File: config.mk
export PLATFORM = sky130hd
export DESIGN_NAME = uart_tx_feeder_flat
export DESIGN_NICKNAME = d
export VERILOG_FILES = /design/src/rtl/uart_tx_feeder_if.sv /design/src/rtl/uart_tx_feeder.sv /design/src/flat_wrapper.sv
export SDC_FILE = /design/constraint.sdc
export NUM_CORES = 1
export LEC_CHECK = 0
export ABC_AREA = 1
export BUFFER_PORTS_ARGS = -buffer_cell sky130_fd_sc_hd__clkbuf_2
export CAP_MARGIN = 15
export CORE_MARGIN = 1
export CORE_UTILIZATION = 40
export DETAILED_ROUTE_END_ITERATION = 6
export MAX_ROUTING_LAYER = met4
export PLACE_DENSITY = 0.62
export RECOVER_POWER = 25
export SLEW_MARGIN = 20
export SYNTH_ARGS = -nofsm -noshare
export SYNTH_HDL_FRONTEND = slang
export SYNTH_SLANG_ARGS = --single-unit
File: constraint.sdc
create_clock -name i_Clock -period 2.4 [get_ports i_Clock]
set_input_delay 0 -clock i_Clock [delete_from_list [all_inputs] [get_ports i_Clock]]
set_output_delay 0 -clock i_Clock [all_outputs]
set_load 0.02 [all_outputs]
File: src/rtl/uart_tx_feeder_if.sv
// Byte feed from the UART receiver, launch/status toward the transmitter,
// and FIFO status. The slave side is the feeder; master is its environment.
interface uart_tx_feeder_if #(
   parameter int ADDR_W = 4
);
   logic            i_Rx_DV;
   logic [7:0]      i_Rx_Byte;
   logic            i_Tx_Active;
   logic            i_Tx_Done;
   logic            i_Clear_Ovf;
   logic            o_Tx_DV;
   logic [7:0]      o_Tx_Byte;
   logic [ADDR_W:0] o_Count;
   logic            o_Empty;
   logic            o_Full;
   logic            o_Overflow;

   modport slave (
      input  i_Rx_DV,
      input  i_Rx_Byte,
      input  i_Tx_Active,
      input  i_Tx_Done,
      input  i_Clear_Ovf,
      output o_Tx_DV,
      output o_Tx_Byte,
      output o_Count,
      output o_Empty,
      output o_Full,
      output o_Overflow
   );

   modport master (
      output i_Rx_DV,
      output i_Rx_Byte,
      output i_Tx_Active,
      output i_Tx_Done,
      output i_Clear_Ovf,
      input  o_Tx_DV,
      input  o_Tx_Byte,
      input  o_Count,
      input  o_Empty,
      input  o_Full,
      input  o_Overflow
   );
endinterface

File: src/rtl/uart_tx_feeder.sv
// Buffers received UART bytes and issues them to the transmitter one at a
// time, launching only while the transmitter is idle.
module uart_tx_feeder #(
   parameter int DEPTH  = 16,
   parameter int ADDR_W = 4
) (
   input  logic            i_Clock,
   input  logic            i_Rst_L,
   uart_tx_feeder_if.slave bus
);

   typedef enum logic [1:0] {
      IDLE,
      LAUNCH,
      WAIT_DONE,
      GAP
   } state_t;

   localparam logic [ADDR_W:0]   FULL_CNT = (ADDR_W+1)'(DEPTH);
   localparam logic [ADDR_W:0]   CNT_ONE  = (ADDR_W+1)'(1);
   localparam logic [ADDR_W-1:0] PTR_ONE  = ADDR_W'(1);

   state_t            state_q, state_d;
   logic [ADDR_W-1:0] wr_ptr_q, wr_ptr_d;
   logic [ADDR_W-1:0] rd_ptr_q, rd_ptr_d;
   logic [ADDR_W:0]   count_q, count_d;
   logic              ovf_q, ovf_d;
   logic [7:0]        tx_byte_q, tx_byte_d;
   logic [7:0]        mem_q [DEPTH];
   logic [7:0]        mem_d [DEPTH];

   logic full;
   logic pop;
   logic push;
   logic drop;

   // A pop frees a slot in the same edge, so a full FIFO still accepts.
   always_comb begin
      full = (count_q == FULL_CNT);
      pop  = (state_q == IDLE) && (count_q != '0) && !bus.i_Tx_Active;
      push = bus.i_Rx_DV && (!full || pop);
      drop = bus.i_Rx_DV && full && !pop;
   end

   always_comb begin
      state_d = state_q;
      unique case (state_q)
         IDLE:      if (pop) state_d = LAUNCH;
         LAUNCH:    state_d = WAIT_DONE;
         WAIT_DONE: if (bus.i_Tx_Done) state_d = GAP;
         GAP:       state_d = IDLE;
         default:   state_d = IDLE;
      endcase
   end

   always_comb begin
      wr_ptr_d  = wr_ptr_q;
      rd_ptr_d  = rd_ptr_q;
      count_d   = count_q;
      tx_byte_d = tx_byte_q;
      ovf_d     = ovf_q;
      mem_d     = mem_q;

      if (push) begin
         mem_d[wr_ptr_q] = bus.i_Rx_Byte;
         wr_ptr_d        = wr_ptr_q + PTR_ONE;
      end

      // Read uses the old array, so push+pop on one slot stays ordered.
      if (pop) begin
         tx_byte_d = mem_q[rd_ptr_q];
         rd_ptr_d  = rd_ptr_q + PTR_ONE;
      end

      unique case ({push, pop})
         2'b10:   count_d = count_q + CNT_ONE;
         2'b01:   count_d = count_q - CNT_ONE;
         default: count_d = count_q;
      endcase

      if (drop) begin
         ovf_d = 1'b1;
      end else if (bus.i_Clear_Ovf) begin
         ovf_d = 1'b0;
      end
   end

   always_ff @(posedge i_Clock) begin
      if (!i_Rst_L) begin
         state_q   <= IDLE;
         wr_ptr_q  <= '0;
         rd_ptr_q  <= '0;
         count_q   <= '0;
         ovf_q     <= 1'b0;
         tx_byte_q <= 8'h00;
      end else begin
         state_q   <= state_d;
         wr_ptr_q  <= wr_ptr_d;
         rd_ptr_q  <= rd_ptr_d;
         count_q   <= count_d;
         ovf_q     <= ovf_d;
         tx_byte_q <= tx_byte_d;
      end
   end

   always_ff @(posedge i_Clock) begin
      mem_q <= mem_d;
   end

   assign bus.o_Tx_DV    = (state_q == LAUNCH);
   assign bus.o_Tx_Byte  = tx_byte_q;
   assign bus.o_Count    = count_q;
   assign bus.o_Empty    = (count_q == '0);
   assign bus.o_Full     = (count_q == FULL_CNT);
   assign bus.o_Overflow = ovf_q;

endmodule

File: src/flat_wrapper.sv
// flat-port wrapper written by rule: the top's interface ports become plain ports
module uart_tx_feeder_flat 
#(
   parameter int DEPTH  = 16,
   parameter int ADDR_W = 4
)
  (i_Clock, i_Rst_L, bus_i_Rx_DV, bus_i_Rx_Byte, bus_i_Tx_Active, bus_i_Tx_Done, bus_i_Clear_Ovf, bus_o_Tx_DV, bus_o_Tx_Byte, bus_o_Count, bus_o_Empty, bus_o_Full, bus_o_Overflow);
  uart_tx_feeder_if #(.ADDR_W(ADDR_W)) bus_i ();
  input  logic i_Clock;
  input  logic i_Rst_L;
  input wire logic [$bits(bus_i.i_Rx_DV)-1:0] bus_i_Rx_DV;
  input wire logic [$bits(bus_i.i_Rx_Byte)-1:0] bus_i_Rx_Byte;
  input wire logic [$bits(bus_i.i_Tx_Active)-1:0] bus_i_Tx_Active;
  input wire logic [$bits(bus_i.i_Tx_Done)-1:0] bus_i_Tx_Done;
  input wire logic [$bits(bus_i.i_Clear_Ovf)-1:0] bus_i_Clear_Ovf;
  output wire logic [$bits(bus_i.o_Tx_DV)-1:0] bus_o_Tx_DV;
  output wire logic [$bits(bus_i.o_Tx_Byte)-1:0] bus_o_Tx_Byte;
  output wire logic [$bits(bus_i.o_Count)-1:0] bus_o_Count;
  output wire logic [$bits(bus_i.o_Empty)-1:0] bus_o_Empty;
  output wire logic [$bits(bus_i.o_Full)-1:0] bus_o_Full;
  output wire logic [$bits(bus_i.o_Overflow)-1:0] bus_o_Overflow;
  assign bus_i.i_Rx_DV = bus_i_Rx_DV;
  assign bus_i.i_Rx_Byte = bus_i_Rx_Byte;
  assign bus_i.i_Tx_Active = bus_i_Tx_Active;
  assign bus_i.i_Tx_Done = bus_i_Tx_Done;
  assign bus_i.i_Clear_Ovf = bus_i_Clear_Ovf;
  assign bus_o_Tx_DV = bus_i.o_Tx_DV;
  assign bus_o_Tx_Byte = bus_i.o_Tx_Byte;
  assign bus_o_Count = bus_i.o_Count;
  assign bus_o_Empty = bus_i.o_Empty;
  assign bus_o_Full = bus_i.o_Full;
  assign bus_o_Overflow = bus_i.o_Overflow;
  uart_tx_feeder #(.DEPTH(DEPTH), .ADDR_W(ADDR_W)) u_core (.i_Clock(i_Clock), .i_Rst_L(i_Rst_L), .bus(bus_i));
endmodule
Word-level counts from Yosys, hierarchy flattened --
Cells that the tools add are included.
Cells by class: muxes and demuxes 12, add/sub/neg operators 4, bitwise gates (word level) 2, magnitude comparators 3, equality and inequality tests 8, reduce and logical (&&, ||, !) cells 16
Operators with widths (count):
- bitwise mux 128 bit | 1
- binary-select mux 8 bit (select 4 bit) | 1
- demux 8 bit (select 4 bit) | 1
- 2-to-1 mux 8 bit | 3
- >= comparator 5 bit, second input constant | 2
- inverter 4 -> 5 bit | 2
- case mux 5 bit (2 select lines) | 1
- adder 4 x 1 -> 4 bit, second input constant | 2
- case mux 2 bit (4 select lines) | 1
- equality test 2 bit, second input constant | 3
- logical AND 1 bit | 6
- adder 5 x 1 -> 5 bit, second input constant | 1
- equality test 5 bit, second input constant | 1
- zero test 5 bit | 1
- less-than comparator 5 x 1 -> 1 bit, second input constant | 1
- nonzero test 5 bit | 1
- subtractor 5 x 1 -> 5 bit, second input constant | 1
- equality test 2 x 1 -> 1 bit, second input constant | 2
- 2-to-1 mux 2 bit | 2
- nonzero test 2 bit | 2
- zero test 1 bit | 3
- zero test 2 bit | 1
- 2-to-1 mux 1 bit | 2
- inequality test 2 x 1 -> 1 bit, second input constant | 1
- other kinds (3) | 3
Storage, ports and cells: flip-flop bits (word level) 152, output and inout port bits 17

Logic depth before layout (Yosys ltp) --
word-level depth 7, mapped depth 18, depth with buffers taken out 18

Worst setup path after synthesis --
No wires, ideal clock.
path kind register to register, start point register u_core.count_q[0] (netlist: u_core.bus.o_Count[0]), end point register u_core.count_q[4] (netlist: u_core.bus.o_Count[4]), path buffers 0, path slack -0.017 ns, arrival 2.284 ns, clock period less this slack 2.417 ns, stages on the path, launching flop included 17, data required time 2.268 ns, cell sequence dfxtp_1 -> inv_1 -> nand3_1 -> nor2_2 -> nand2_2 -> nand2_4 -> ha_1 -> inv_1 -> fa_1 -> inv_1 -> nand2_1 -> a21oi_1 -> nor2_1 -> nand2_1 -> nand2_1 -> nand2_1 -> a21oi_1
RTL lines:
- start: declaration | RTL line uart_tx_feeder.sv:26 | logic [ADDR_W:0] count_q, count_d;
- start signal: assignment | RTL line uart_tx_feeder.sv:100 | count_q <= count_d;
- equality test 5 bit (*)
- net bus_o_Full | RTL line flat_wrapper.sv:20 | output wire logic [$bits(bus_i.o_Full)-1:0] bus_o_Full;
- zero test 1 bit (*) | RTL line uart_tx_feeder.sv:41 | push = bus.i_Rx_DV && (!full || pop);
- logical OR 1 bit (*) | RTL line uart_tx_feeder.sv:41
- logical AND 1 bit (*) | RTL line uart_tx_feeder.sv:41
- equality test 2 x 1 -> 1 bit / equality test 2 bit (equally long branches) | RTL line uart_tx_feeder.sv:75 | unique case ({push, pop})
- case mux 5 bit (2 select lines) / nonzero test 2 bit (equally long branches)
Mark *: on every way through the listed nets, which the timed path passes. The rest lies on a longest branch. A chain may end at the register's enable or synchronous reset.

Final worst setup path --
start point register u_core.state_q[1], end point register u_core.count_q[4] (netlist: u_core.bus.o_Count[4])
On the way: word-level cells in the longest chain between the ends 7
Ends and longest elaborated chain:
- start: declaration | RTL line uart_tx_feeder.sv:23 | state_t state_q, state_d;
- start signal: assignment | RTL line uart_tx_feeder.sv:97 | state_q <= state_d;
- zero test 2 bit (*) | RTL line uart_tx_feeder.sv:40 | pop = (state_q == IDLE) && (count_q != '0) && !bus.i_Tx_Active;
- logical AND 1 bit (*) (2 in a row) | RTL line uart_tx_feeder.sv:40
- logical OR 1 bit | RTL line uart_tx_feeder.sv:41
- logical AND 1 bit | RTL line uart_tx_feeder.sv:41
- equality test 2 x 1 -> 1 bit / equality test 2 bit (equally long branches) | RTL line uart_tx_feeder.sv:75
- case mux 5 bit (2 select lines) / nonzero test 2 bit (equally long branches)
Every way passes the cells marked *; elsewhere a longest branch is shown, timed or not.

==> results.json <==
{
  "maxSlewHeadroom": 0.438,
  "use_met1": 0.256,
  "die_x_um": 132,
  "grt_pass1_vias": 4577,
  "die_y_um": 132,
  "yosys.area.top_type_share": 0.568,
  "syn_area_sq_mm": 0.00677,
  "place_inst": 945,
  "yosys-top-cells-area": "edfxtp_1 (57%), nand2_1 (12%), nand3_1 (7.2%)",
  "slew_violations": 0,
  "num_antenna_cells": 0,
  "drtAntennaViolNets": 0,
  "syn_to_final_growth_pct": 17.6,
  "tritoncts": "yes",
  "cts_buffer_depth": 2,
  "p_leak_nw": 3.43,
  "route.detailed.drc": 0,
  "fin_crit_sh": 0.927,
  "ff2ff_path_depth": 17,
  "finalNonFillerCells": 983,
  "final_core_util": 0.482,
  "rsz0062_at_grt": "false",
  "clk_latency_ns": 0.43,
  "cts-root-buf": "clkbuf_16",
  "finalSetupViolations": 0,
  "yosysWarningCount": 0,
  "busiest_layer": "met2",
  "post-route-min-period_ns": 2.23,
  "start_kind": "register",
  "syn_nets": 723,
  "totalWireLength_um": 15700,
  "stdcell_area_sq_mm": 0.00796,
  "status": "finished clean",
  "placed_cell_area_sq_mm": 0.00725,
  "coreArea_sq_mm": 0.0165,
  "worst_slew_pin_slew_ns": 0.843,
  "hold_class": "primary input to register",
  "critPathArrivalTime_ns": 2.51,
  "use_met3": 0.0377,
  "cts.htree.levels": 4,
  "gp_congestion": 0.846,
  "num_vias": 4728,
  "drive_gt1_frac": 0.131,
  "dp_slack_ns": -0.00325,
  "cts.clk_slew.worst_paths_ns": 0.06,
  "dieArea_sq_mm": 0.0174,
  "worstSetupEndpointType": "register",
  "cts_sinks": 152,
  "cts_made_buffers": 17,
  "first_pass_iters": 5,
  "rows": 47,
  "cp.required_ns": 2.69,
  "ios": 31,
  "overflow": 0,
  "grt.met2_usage": 0.302,
  "fmax_ghz": 0.449,
  "p_per_area_mw_per_mm2": 1080,
  "antenna_found_initial": 0,
  "finalWorstSetupSlack_ns": 0.175,
  "start_util": 0.410,
  "synth_cells": 695,
  "io_buffers": 30,
  "synth_seq_cells": 152,
  "avgSynthCellArea_sq_um": 9.74,
  "vdd_ir_drop_max_uv": 511,
  "dp_hpwl_um": 10000,
  "ys_types": 25,
  "drt_iter0_drc": 328,
  "cp_max_fo": 4,
  "seq_area_frac_synth": 0.639,
  "yosysTopAreaCell": "edfxtp_1",
  "hold_viol": 0,
  "clock_skew_ns": 0.00819,
  "grt_max_degree": 41,
  "grt_pass1_wl_um": 25100,
  "drv_cap": 0,
  "holdPathStages": 5,
  "nFillCells": 1534,
  "routedWlPerCell_um": 16.0,
  "viasPerCell": 4.81,
  "grt_usage": 0.197,
  "nets": 778,
  "critical_path_class": "register to register"
}
## registers in the layout (all words and copies together), names as in the netlist
signal and flops:
u_core.wr_ptr_q 4, u_core.state_q 2, u_core.bus.o_Overflow 1, u_core.bus.o_Count 5, u_core.mem_q 128, u_core.bus.o_Tx_Byte 8, u_core.rd_ptr_q 4
## where the power goes
| group | internal (mW) | total [mW] | leakage (nW) | switching (mW) |
|---|---|---|---|---|
| Sequential | 3.04 | 3.18 | 1.35 | 0.132 |
| Clock | 1.84 | 2.88 | 0.305 | 1.04 |
| Combinational | 0.814 | 2.53 | 1.77 | 1.72 |
## per-layer routing
layer,wire (um),share of wire,up-vias
met1,7110,0.45,2236
met4,327,0.021,0
met5,0,0,-
met2,7580,0.48,115
met3,709,0.045,30
li1,-,-,2347
## worst max-delay path, stage by stage, from the launching register on
cell	delay, ns
dfxtp_1	0.32
inv_1	0.10
ha_1	0.17
inv_1	0.04
nor2_1	0.12
nand2_2	0.10
nand2_2	0.11
nand2_4	0.07
ha_4	0.17
buf_4	0.14
ha_1	0.30
inv_1	0.06
a21oi_2	0.12
nor2_1	0.05
nand2_1	0.05
nand2_1	0.05
nand2_1	0.05
a21oi_1	0.05
## final cells by class
| cell class | count | area, sq um | share of cell area |
|---|---|---|---|
| clock buffer | 19 | 433 | 0.0544 |
| clock inverter | 13 | 201 | 0.0253 |
| inverter | 99 | 374 | 0.0470 |
| multi-input combinational | 416 | 1930 | 0.242 |
| sequential | 152 | 4330 | 0.543 |
| tap | 220 | 275 | 0.0346 |
| timing repair buffer | 64 | 424 | 0.0533 |
## cells in the mapped netlist, drive strengths merged
library cell	count
a21oi	13
buf	25
clkbuf	3
clkinv	2
dfxtp	24
edfxtp	128
fa	1
ha	13
inv	97
nand2	230
nand3	98
nand4	1
nor2	45
o21ai	8
o21bai	1
xnor2	1
xor2	5
## repair_timing
action	4_1_cts	5_1_grt
pin swaps	0	2
hold buffers	5	0
gates cloned	0	0
setup endpoints to repair	1	1
hold endpoints to repair	12	0
gates resized for setup	1	6
setup buffers	0	1
## stage by stage
stage          hold WS, ns   TNS, ns  power [mW]
6_report            0.0432         0        8.59
4_1_cts             0.0499         0        8.59
5_1_grt             0.0636         0        9.05
3_5_place_dp         0.261  -0.00325        5.68
3_3_place_gp         0.259         0        5.63
2_1_floorplan       0.0989         0        4.98
## cell families (layout without fill, tap and decap cells)
family,Yosys count,in the layout,share of synthesized area
flip-flops,152,152,0.639
XOR/XNOR,6,6,0.00776
AND/OR/NAND/NOR,374,374,0.229
adder cells (fa/ha/maj),14,14,0.0270
AO/OA/AOI/OAI,22,22,0.0166
buffers and inverters,127,195,0.0804
## worst paths after layout
check,from,to,slack [ns]
max reg2reg,u_core.state_q[1],u_core.bus.o_Count[4],0.17
min,bus_i_Tx_Active,u_core.rd_ptr_q[1],0.04
min reg2reg,u_core.state_q[1],u_core.state_q[1],0.48
max,u_core.state_q[1],u_core.bus.o_Count[4],0.17
## cells in the final DEF, fill, tap and decap left out, types with 2 or more instances in the layout
cell type,synthesis,routed
clkinvlp_4,0,2
nor2_1,44,43
o21ai_0,8,8
clkbuf_16,0,17
inv_1,94,92
clkinv_2,0,3
edfxtp_1,128,128
xor2_1,5,5
inv_2,2,4
buf_4,9,28
clkinv_1,2,3
ha_1,13,12
dfxtp_1,24,23
clkbuf_2,0,25
nand3_1,98,98
bufinv_16,0,5
dlygate4sd3_1,0,5
a21oi_1,13,12
nand2_1,224,224
clkbuf_1,3,7
nand2_2,5,5
Note: power is estimated with default switching activity, not from simulation.
